--- config.mk ---
export PLATFORM = sky130hd
export DESIGN_NAME = ofs_plat_utils_ccip_bmask_to_ranges
export DESIGN_NICKNAME = d
export VERILOG_FILES = /design/src/rtl/ofs_plat_utils_ccip_bmask_to_ranges.sv
export SDC_FILE = /design/constraint.sdc
export NUM_CORES = 1
export LEC_CHECK = 0
export ABC_AREA = 1
export ABC_CLOCK_PERIOD_IN_PS = 43900
export CORE_MARGIN = 2
export CORE_UTILIZATION = 30
export DETAILED_ROUTE_END_ITERATION = 6
export DONT_BUFFER_PORTS = 1
export PLACE_DENSITY = 0.53
export SLEW_MARGIN = 5
export SYNTH_ARGS = -nofsm -noshare
export SYNTH_HDL_FRONTEND = slang
export SYNTH_SLANG_ARGS = --single-unit
--- constraint.sdc ---
create_clock -name clk_i -period 43.9 [get_ports clk_i]
set_input_delay 6.585 -clock clk_i [delete_from_list [all_inputs] [get_ports clk_i]]
set_output_delay 6.585 -clock clk_i [all_outputs]
set_load 0.05 [all_outputs]
--- src/rtl/ofs_plat_utils_ccip_bmask_to_ranges.sv ---
// Splits a 64-byte write mask into ascending contiguous (start, length) byte ranges, one per cycle.
// Define OFS_PLAT_CCIP_BMASK_EMPTY_PASS_EN to emit a (0, 0, last) range for an all-zero mask.
module ofs_plat_utils_ccip_bmask_to_ranges #(
  parameter int unsigned TagWidth = 16
) (
  input  logic                clk_i,
  input  logic                rst_ni,
  input  logic                in_valid_i,
  output logic                in_ready_o,
  input  logic [63:0]         in_bmask_i,
  input  logic [TagWidth-1:0] in_tag_i,
  output logic                out_valid_o,
  input  logic                out_ready_i,
  output logic [5:0]          out_byte_start_o,
  output logic [6:0]          out_byte_len_o,
  output logic                out_last_o,
  output logic [TagWidth-1:0] out_tag_o
);

  typedef enum logic [0:0] {StIdle, StEmit} state_e;

  state_e                state_q, state_d;
  logic [63:0]           rem_q, rem_d;
  logic [5:0]            start_q, start_d;
  logic [6:0]            len_q, len_d;
  logic                  last_q, last_d;
  logic [TagWidth-1:0]   tag_q, tag_d;

  logic [63:0] ext_src, ext_shifted, ext_run_mask, ext_rem;
  logic [5:0]  ext_start;
  logic [6:0]  ext_len;
  logic        ext_found, ext_run;

  // Single extractor: the remainder while a request is mid-flight, otherwise the incoming mask.
  always_comb begin
    ext_src   = (state_q == StEmit && !last_q) ? rem_q : in_bmask_i;
    ext_start = '0;
    ext_found = 1'b0;
    for (int i = 0; i < 64; i++) begin
      if (!ext_found && ext_src[i]) begin
        ext_found = 1'b1;
        ext_start = 6'(i);
      end
    end
    ext_shifted = ext_src >> ext_start;
    ext_len     = '0;
    ext_run     = 1'b1;
    for (int i = 0; i < 64; i++) begin
      if (!ext_shifted[i]) ext_run = 1'b0;
      if (ext_run) ext_len = ext_len + 7'd1;
    end
    ext_run_mask = 64'((65'd1 << ext_len) - 65'd1) << ext_start;
    ext_rem      = ext_src & ~ext_run_mask;
  end

  logic accept, advance;

  always_comb begin
    in_ready_o = (state_q == StIdle) || (out_ready_i && last_q);
    accept     = in_valid_i && in_ready_o;
    advance    = (state_q == StEmit) && out_ready_i && !last_q;

    state_d = state_q;
    rem_d   = rem_q;
    start_d = start_q;
    len_d   = len_q;
    last_d  = last_q;
    tag_d   = tag_q;

    if (advance) begin
      rem_d   = ext_rem;
      start_d = ext_start;
      len_d   = ext_len;
      last_d  = (ext_rem == '0);
    end else if (accept) begin
`ifdef OFS_PLAT_CCIP_BMASK_EMPTY_PASS_EN
      // An empty mask extracts naturally to start 0, len 0, last 1.
      state_d = StEmit;
      rem_d   = ext_rem;
      start_d = ext_start;
      len_d   = ext_len;
      last_d  = (ext_rem == '0);
      tag_d   = in_tag_i;
`else
      if (in_bmask_i != '0) begin
        state_d = StEmit;
        rem_d   = ext_rem;
        start_d = ext_start;
        len_d   = ext_len;
        last_d  = (ext_rem == '0);
        tag_d   = in_tag_i;
      end else begin
        state_d = StIdle;
      end
`endif
    end else if (state_q == StEmit && out_ready_i && last_q) begin
      state_d = StIdle;
    end
  end

  always_ff @(posedge clk_i or negedge rst_ni) begin
    if (!rst_ni) begin
      state_q <= StIdle;
      rem_q   <= '0;
      start_q <= '0;
      len_q   <= '0;
      last_q  <= 1'b0;
      tag_q   <= '0;
    end else begin
      state_q <= state_d;
      rem_q   <= rem_d;
      start_q <= start_d;
      len_q   <= len_d;
      last_q  <= last_d;
      tag_q   <= tag_d;
    end
  end

  assign out_valid_o      = (state_q == StEmit);
  assign out_byte_start_o = start_q;
  assign out_byte_len_o   = len_q;
  assign out_last_o       = last_q;
  assign out_tag_o        = tag_q;

endmodule

Word level (Yosys, flattened, before mapping):

Index checks and enable logic that the tools add are counted.

* flip-flop bits (word level): 95
* bits in latches: 0
* bits in writable memories: 0
* bits in read-only memories: 0
* bits of input ports: 84
* word-level logic and storage cells: 489
* memories: 0

* add/subtract/negate cells: 64
* multipliers: 0
* divide/modulo/power cells: 0
* magnitude comparators: 0
* equality and inequality tests: 0
* shift operators: 3
* muxes and demuxes: 270
* bitwise logic cells: 4
* reduce and logical (&&, ||, !) cells: 142

Operators with widths (number)
* 7-bit 2-to-1 mux: 66
* 7-bit by 1-bit adder with 7-bit output (second input constant): 63
* 6-bit 2-to-1 mux: 62
* 64-bit 2-to-1 mux: 4
* 1-bit 2-to-1 mux: 135
* 1-bit logical AND: 69
* 64-bit bitwise AND: 1
* 1-bit zero test: 64
* 64-bit zero test: 1
* 64-bit NOT: 1
* 64-bit nonzero test: 1
* 1-bit by 7-bit << shifter with 64-bit output (first input constant): 1
* 64-bit by 6-bit << shifter with 64-bit output: 1
* 64-bit by 6-bit right shift with 64-bit output: 1
* 64-bit by 1-bit subtractor with 64-bit output (second input constant): 1
* 2-bit nonzero test: 3
* 2-bit 2-to-1 mux: 2
* 2-bit AND reduction: 2
* 3-bit 2-to-1 mux: 1
* 3-bit AND reduction: 1
* 1-bit NOT: 2
* 1-bit logical OR: 1

Depth between registers and ports, before layout:

* word-level depth: 330
* mapped depth: 318
* gate-level depth less buffers: 315

Worst setup path before layout:

Ideal clock, no wire load.

* path kind: in2reg
* from: input in_bmask_i[0]
* to: register last_q (netlist: out_last_o)
* data arrival time: 47348 ps
* data required time: 43834 ps
* slack: -3514 ps
* cell stages on the path: 309
* buffers on the path: 3
* cell sequence: clkinv_1 > nand2_1 > nand2_1 > nand2_4 > nor2_4 > nand4_1 > nor2_2 > nand4_1 > nor2_2 > nand4_1 > nor2_1 > nand4_1 > nor2_1 > nand4_1 > nor2_1 > nand4_1 > nor2_1 > nand4_1 > [... 273 more ...] > nand2_1 > nand2_1 > nand2_1 > nand2_1 > nand2_1 > nand2_1 > nand2_1 > nand2_1 > nand2_1 > nand2_1 > nand2_2 > nor2_2 > nand2_2 > nor2_2 > nand2_1 > nor2_1 > nand3_2 > nand2_2

* longest elaborated chain between the ends: 328
* elaborated cells on any way between the ends: 457
* those cells by class: add/sub: 64; shift: 3; mux: 258; bitwise: 2; reduce/logical: 130

RTL lines
* from (decl): RTL line 10 `input logic [63:0] in_bmask_i,`
* 64-bit 2-to-1 mux: RTL line 36 `ext_src = (state_q == StEmit && !last_q) ? rem_q : in_bmask_i;`
* 1-bit 2-to-1 mux: RTL line 40 `if (!ext_found && ext_src[i]) begin`
* 1-bit zero test: RTL line 40
* 1-bit logical AND: RTL line 40
* 1-bit 2-to-1 mux: RTL line 40
* 1-bit zero test: RTL line 40
* 1-bit logical AND: RTL line 40
* 1-bit 2-to-1 mux: RTL line 40
* [... 312 more ...]
* 64-bit by 1-bit subtractor with 64-bit output: RTL line 52 `ext_run_mask = 64'((65'd1 << ext_len) - 65'd1) << ext_start;`
* 64-bit by 6-bit << shifter with 64-bit output: RTL line 52
* 64-bit NOT: RTL line 53 `ext_rem = ext_src & ~ext_run_mask;`
* 64-bit bitwise AND: RTL line 53
* 64-bit zero test: RTL line 74, 90
* 1-bit 2-to-1 mux: RTL line 85 `if (in_bmask_i != '0) begin`
* 1-bit 2-to-1 mux: RTL line 75 `end else if (accept) begin`
* 1-bit 2-to-1 mux: RTL line 70 `if (advance) begin`
* to (signal assigned): RTL line 114 `last_q <= last_d;`
* to (decl): RTL line 26 `logic last_q, last_d;`

Several ways; a longest one is shown, not always the timed one. The select of a mux whose other input is x is not followed.
A chain may end at the register's enable or synchronous reset.

Worst setup path after layout:

* from: input in_bmask_i[2]
* to: register last_q (netlist: out_last_o)

* longest elaborated chain between the ends: 323
* elaborated cells on any way between the ends: 451
* those cells by class: add/sub: 64; shift: 3; mux: 255; bitwise: 2; reduce/logical: 127

RTL lines (RTL line)
* 64-bit 2-to-1 mux: 36
* 1-bit logical AND: 40
* 1-bit 2-to-1 mux: 40
* 1-bit zero test: 40
* 1-bit logical AND: 40
* 1-bit 2-to-1 mux: 40
* 1-bit zero test: 40
* 1-bit logical AND: 40
* [... 307 more ...]
* 64-bit by 1-bit subtractor with 64-bit output: 52
* 64-bit by 6-bit << shifter with 64-bit output: 52
* 64-bit NOT: 53
* 64-bit bitwise AND: 53
* 64-bit zero test: 74, 90
* 1-bit 2-to-1 mux: 85
* 1-bit 2-to-1 mux: 75
* 1-bit 2-to-1 mux: 70

Several ways; a longest one is shown, not always the timed one. The select of a mux whose other input is x is not followed.

==> impl_metrics.yaml <==
floorplanning:
  start_util_pct: 30.2
  ios: 116
  rows: 115
  die_x_um: 318
  die_h_um: 318
  design.core.area_um2: 98100
  die_area_um2: 101000
global_route:
  overflow: 0
  grt_start_max_net_pins: 96
  track_usage_pct: 22.8
  antenna_found_initial: 0
  grt_pass1_vias: 34700
  grt_pass1_wl_um: 187000
detailed_routing:
  wl_um: 121000
  vias: 37400
  wl_per_cell_um: 16.1
  drc: 0
  first_iter_violations: 2777
  antenna_left: 0
  first_pass_iters: 7
  viasPerCell: 4.95
worst_setup_path:
  cpMostUsedCell: "nand2_2"
  worstPathArrival_ps: 45530
  startpoint_type: "primary input"
  ff2ff_path_depth: 313
  path_buf_inv: 78
  critPathTopFamily: "simple AND/OR/NAND/NOR gates"
  worstSetupPathType: "in -> reg"
  cp-endpoint: "out_last_o"
  cp.depth: 315
  cp_max_fo: 7
  endpoint_kind: "register"
  r2r-start: "out_last_o"
  critPathRequiredTime_ps: 44230
  cpPeakStageDelay_ps: 300
  cp_slowest_cell: "ha_1"
  r2r_end: "out_last_o"
  crit_start: "in_bmask_i[2]"
  rrSetupSlack_ps: 3180
sta:
  skew_ps: 31.0
  worst_hold_slack_ps: 510
  worst_slack_ps: -1300
  grt_setup_unrepaired: "yes"
  hold_viol_final: 0
  relSlewSlack_pct: 17.6
  finalCritPeriodShare_pct: 103
  slew_viol_final: 0
  worst_pin_slew_ps: 1220
  setup_viol: 63
  max_freq_mhz: 22.1
  post-route-min-period_ps: 45200
clock_network:
  clock_sinks: 95
  clkTransAtPathRegs_ps: 80
  cts_tree: "done"
  ctsHtreeMaxLevel: 3
  cts_buffers: 9
  root_buffer: "clkbuf_16"
  clockBufferDepth: 2
  clk_latency_ps: 410
  hold_buffers: 0
min_path:
  hp-start: "rem_q[0]"
  min_path_type: "reg -> reg"
run_status:
  status: "complete, but fails checks"
  violations: "setup timing"
logic_synthesis:
  synthesis.instances: 5354
  synth_ff_type: "dfrtp_1"
  syn_nets: 5500
  yosysWarnings: 0
  synth_edf_count: 0
  async_flop_share_pct: 100
  syn-cell-area_um2: 29600
  synth_cell_types: 82
  syn_avg_cell_area_um2: 5.53
  ys_seq_elements: 95
  ys_seq_area_share_pct: 8.03
placement:
  gp_routability_congestion: 0.982
  placed_area_um2: 36200
  io_buffers: 0
  hpwl_um: 96800
finish:
  fin_nets: 6409
  drive_gt1_share_pct: 38.7
  final_cell_mix: "1458 x nand2_1, 1022 x buf_4, 579 x nand3_1, 555 x inv_1, 482 x nor2_1"
  final_common_cell: "nand2_1"
  area_growth_pct: 36.8
  num_antenna_cells: 0
  ff_latch_area_um2: 2380
  multi_input_comb_area_um2: 24600
  fin_area_um2: 40500
  fillers: 10700
flow_run:
  drv_cap: 0
cells by family (layout without fill, tap and decap cells):
family | count (synthesis) | in the layout | share of synthesized area (%)
AO/OA/AOI/OAI | 383 | 383 | 7.59
XOR/XNOR | 6 | 6 | 0.241
adder cells (fa/ha/maj) | 62 | 62 | 2.62
buffers and inverters | 945 | 1857 | 17.0
flip-flops | 95 | 95 | 8.03
multiplexers | 19 | 19 | 0.723
AND/OR/NAND/NOR | 3844 | 3846 | 63.8
metal layers:
metal	part of all wire (%)	GRT usage, %	vias up
met2	46	38.1	1114
met5	0	0	-
li1	-	-	19000
met4	4.5	9.24	0
met3	5.4	2.11	255
met1	45	30.0	17100
cell usage after synthesis (5+ instances only):
master | instances | area [µm²]
nand2_1 | 1676 | 6290
nand3_1 | 659 | 3300
inv_1 | 600 | 2250
nor2_1 | 522 | 1960
nand2_2 | 278 | 1740
nand4_1 | 202 | 1260
o21ai_0 | 133 | 666
a21oi_1 | 119 | 596
nand3_2 | 113 | 1130
dfrtp_1 | 95 | 2380
inv_2 | 91 | 342
nor2_2 | 83 | 519
or2_2 | 76 | 475
clkbuf_8 | 63 | 867
ha_1 | 62 | 776
nand2_4 | 50 | 563
nor3_1 | 48 | 240
nor2_4 | 39 | 439
o21ai_1 | 37 | 185
clkinv_1 | 33 | 124
buf_6 | 32 | 360
clkbuf_1 | 29 | 109
nor4_1 | 29 | 181
buf_4 | 26 | 195
o211ai_1 | 18 | 135
a31oi_1 | 17 | 106
mux2_2 | 16 | 180
buf_8 | 15 | 225
o21ai_2 | 14 | 123
nand3_4 | 13 | 228
nand3b_1 | 13 | 97.6
buf_12 | 10 | 200
clkinv_2 | 9 | 45.0
inv_4 | 9 | 56.3
clkbuf_4 | 8 | 60.1
inv_6 | 7 | 61.3
a21boi_0 | 6 | 45.0
nor3_2 | 6 | 60.1
o211ai_2 | 6 | 75.1
nand4_2 | 5 | 62.6
o21a_1 | 5 | 37.5
or2_1 | 5 | 31.3
state kept, by name, summed over array words and instances, names as in the netlist:
register          cells
out_last_o            1
out_valid_o           1
rem_q                64
out_tag_o            16
out_byte_len_o        7
out_byte_start_o      6
final cells by class:
| cell class | instances | share of cell area (%) |
|---|---|---|
| Multi-Input combinational cell | 4316 | 60.7 |
| Clock buffer | 10 | 0.565 |
| Sequential cell | 95 | 5.87 |
| Inverter | 754 | 7.36 |
| Timing Repair Buffer | 1086 | 21.3 |
| Timing Repair inverter | 1 | 0.0216 |
| Clock inverter | 6 | 0.158 |
| Tap cell | 1287 | 3.98 |
worst register-to-register path, delay by kind of cell, from the launching register on:
kind	cells	cell delay (ps)
and+or+nand+nor	160	17350
adders and majority gates	59	14060
DFF	1	770
AOI/OAI and AO/OA	15	1830
buffers and inverters	79	6680
per-stage QoR:
step	cells	setup WS [ps]	setup TNS, ps	util [%]
floorplan	5354	-194	-194	-
global placement	7341	-2540	-122100	36.9
detailed placement	7341	-3300	-173370	36.9
CTS	7493	-2340	-117210	39.2
global route	7555	-3520	-195250	41.3
finish	7555	-1300	-46830	41.3
repair_timing:
item / 4_1_cts / 5_1_grt
resized for setup: 203 / 386
endpoints found under the setup margin: 68 / 71
hold endpoints to repair: 0 / 0
cloned: 7 / 5
pin swaps: 97 / 233
buffers inserted: 130 / 64
worst min-delay path by stage:
| stage | end | slack (ps) | cells after the start |
|---|---|---|---|
| finish | rem_q[0] | 510 | 1 |
| global route | rem_q[0] | 530 | 1 |
| CTS | rem_q[32] | 510 | 2 |
| detailed placement | rem_q[32] | 500 | 2 |
| global placement | rem_q[0] | 480 | 1 |
| floorplan | rem_q[61] | 460 | 2 |
Power is not shown: default switching activity piles up to over one toggle a cycle in this logic, so the estimate is an artifact.
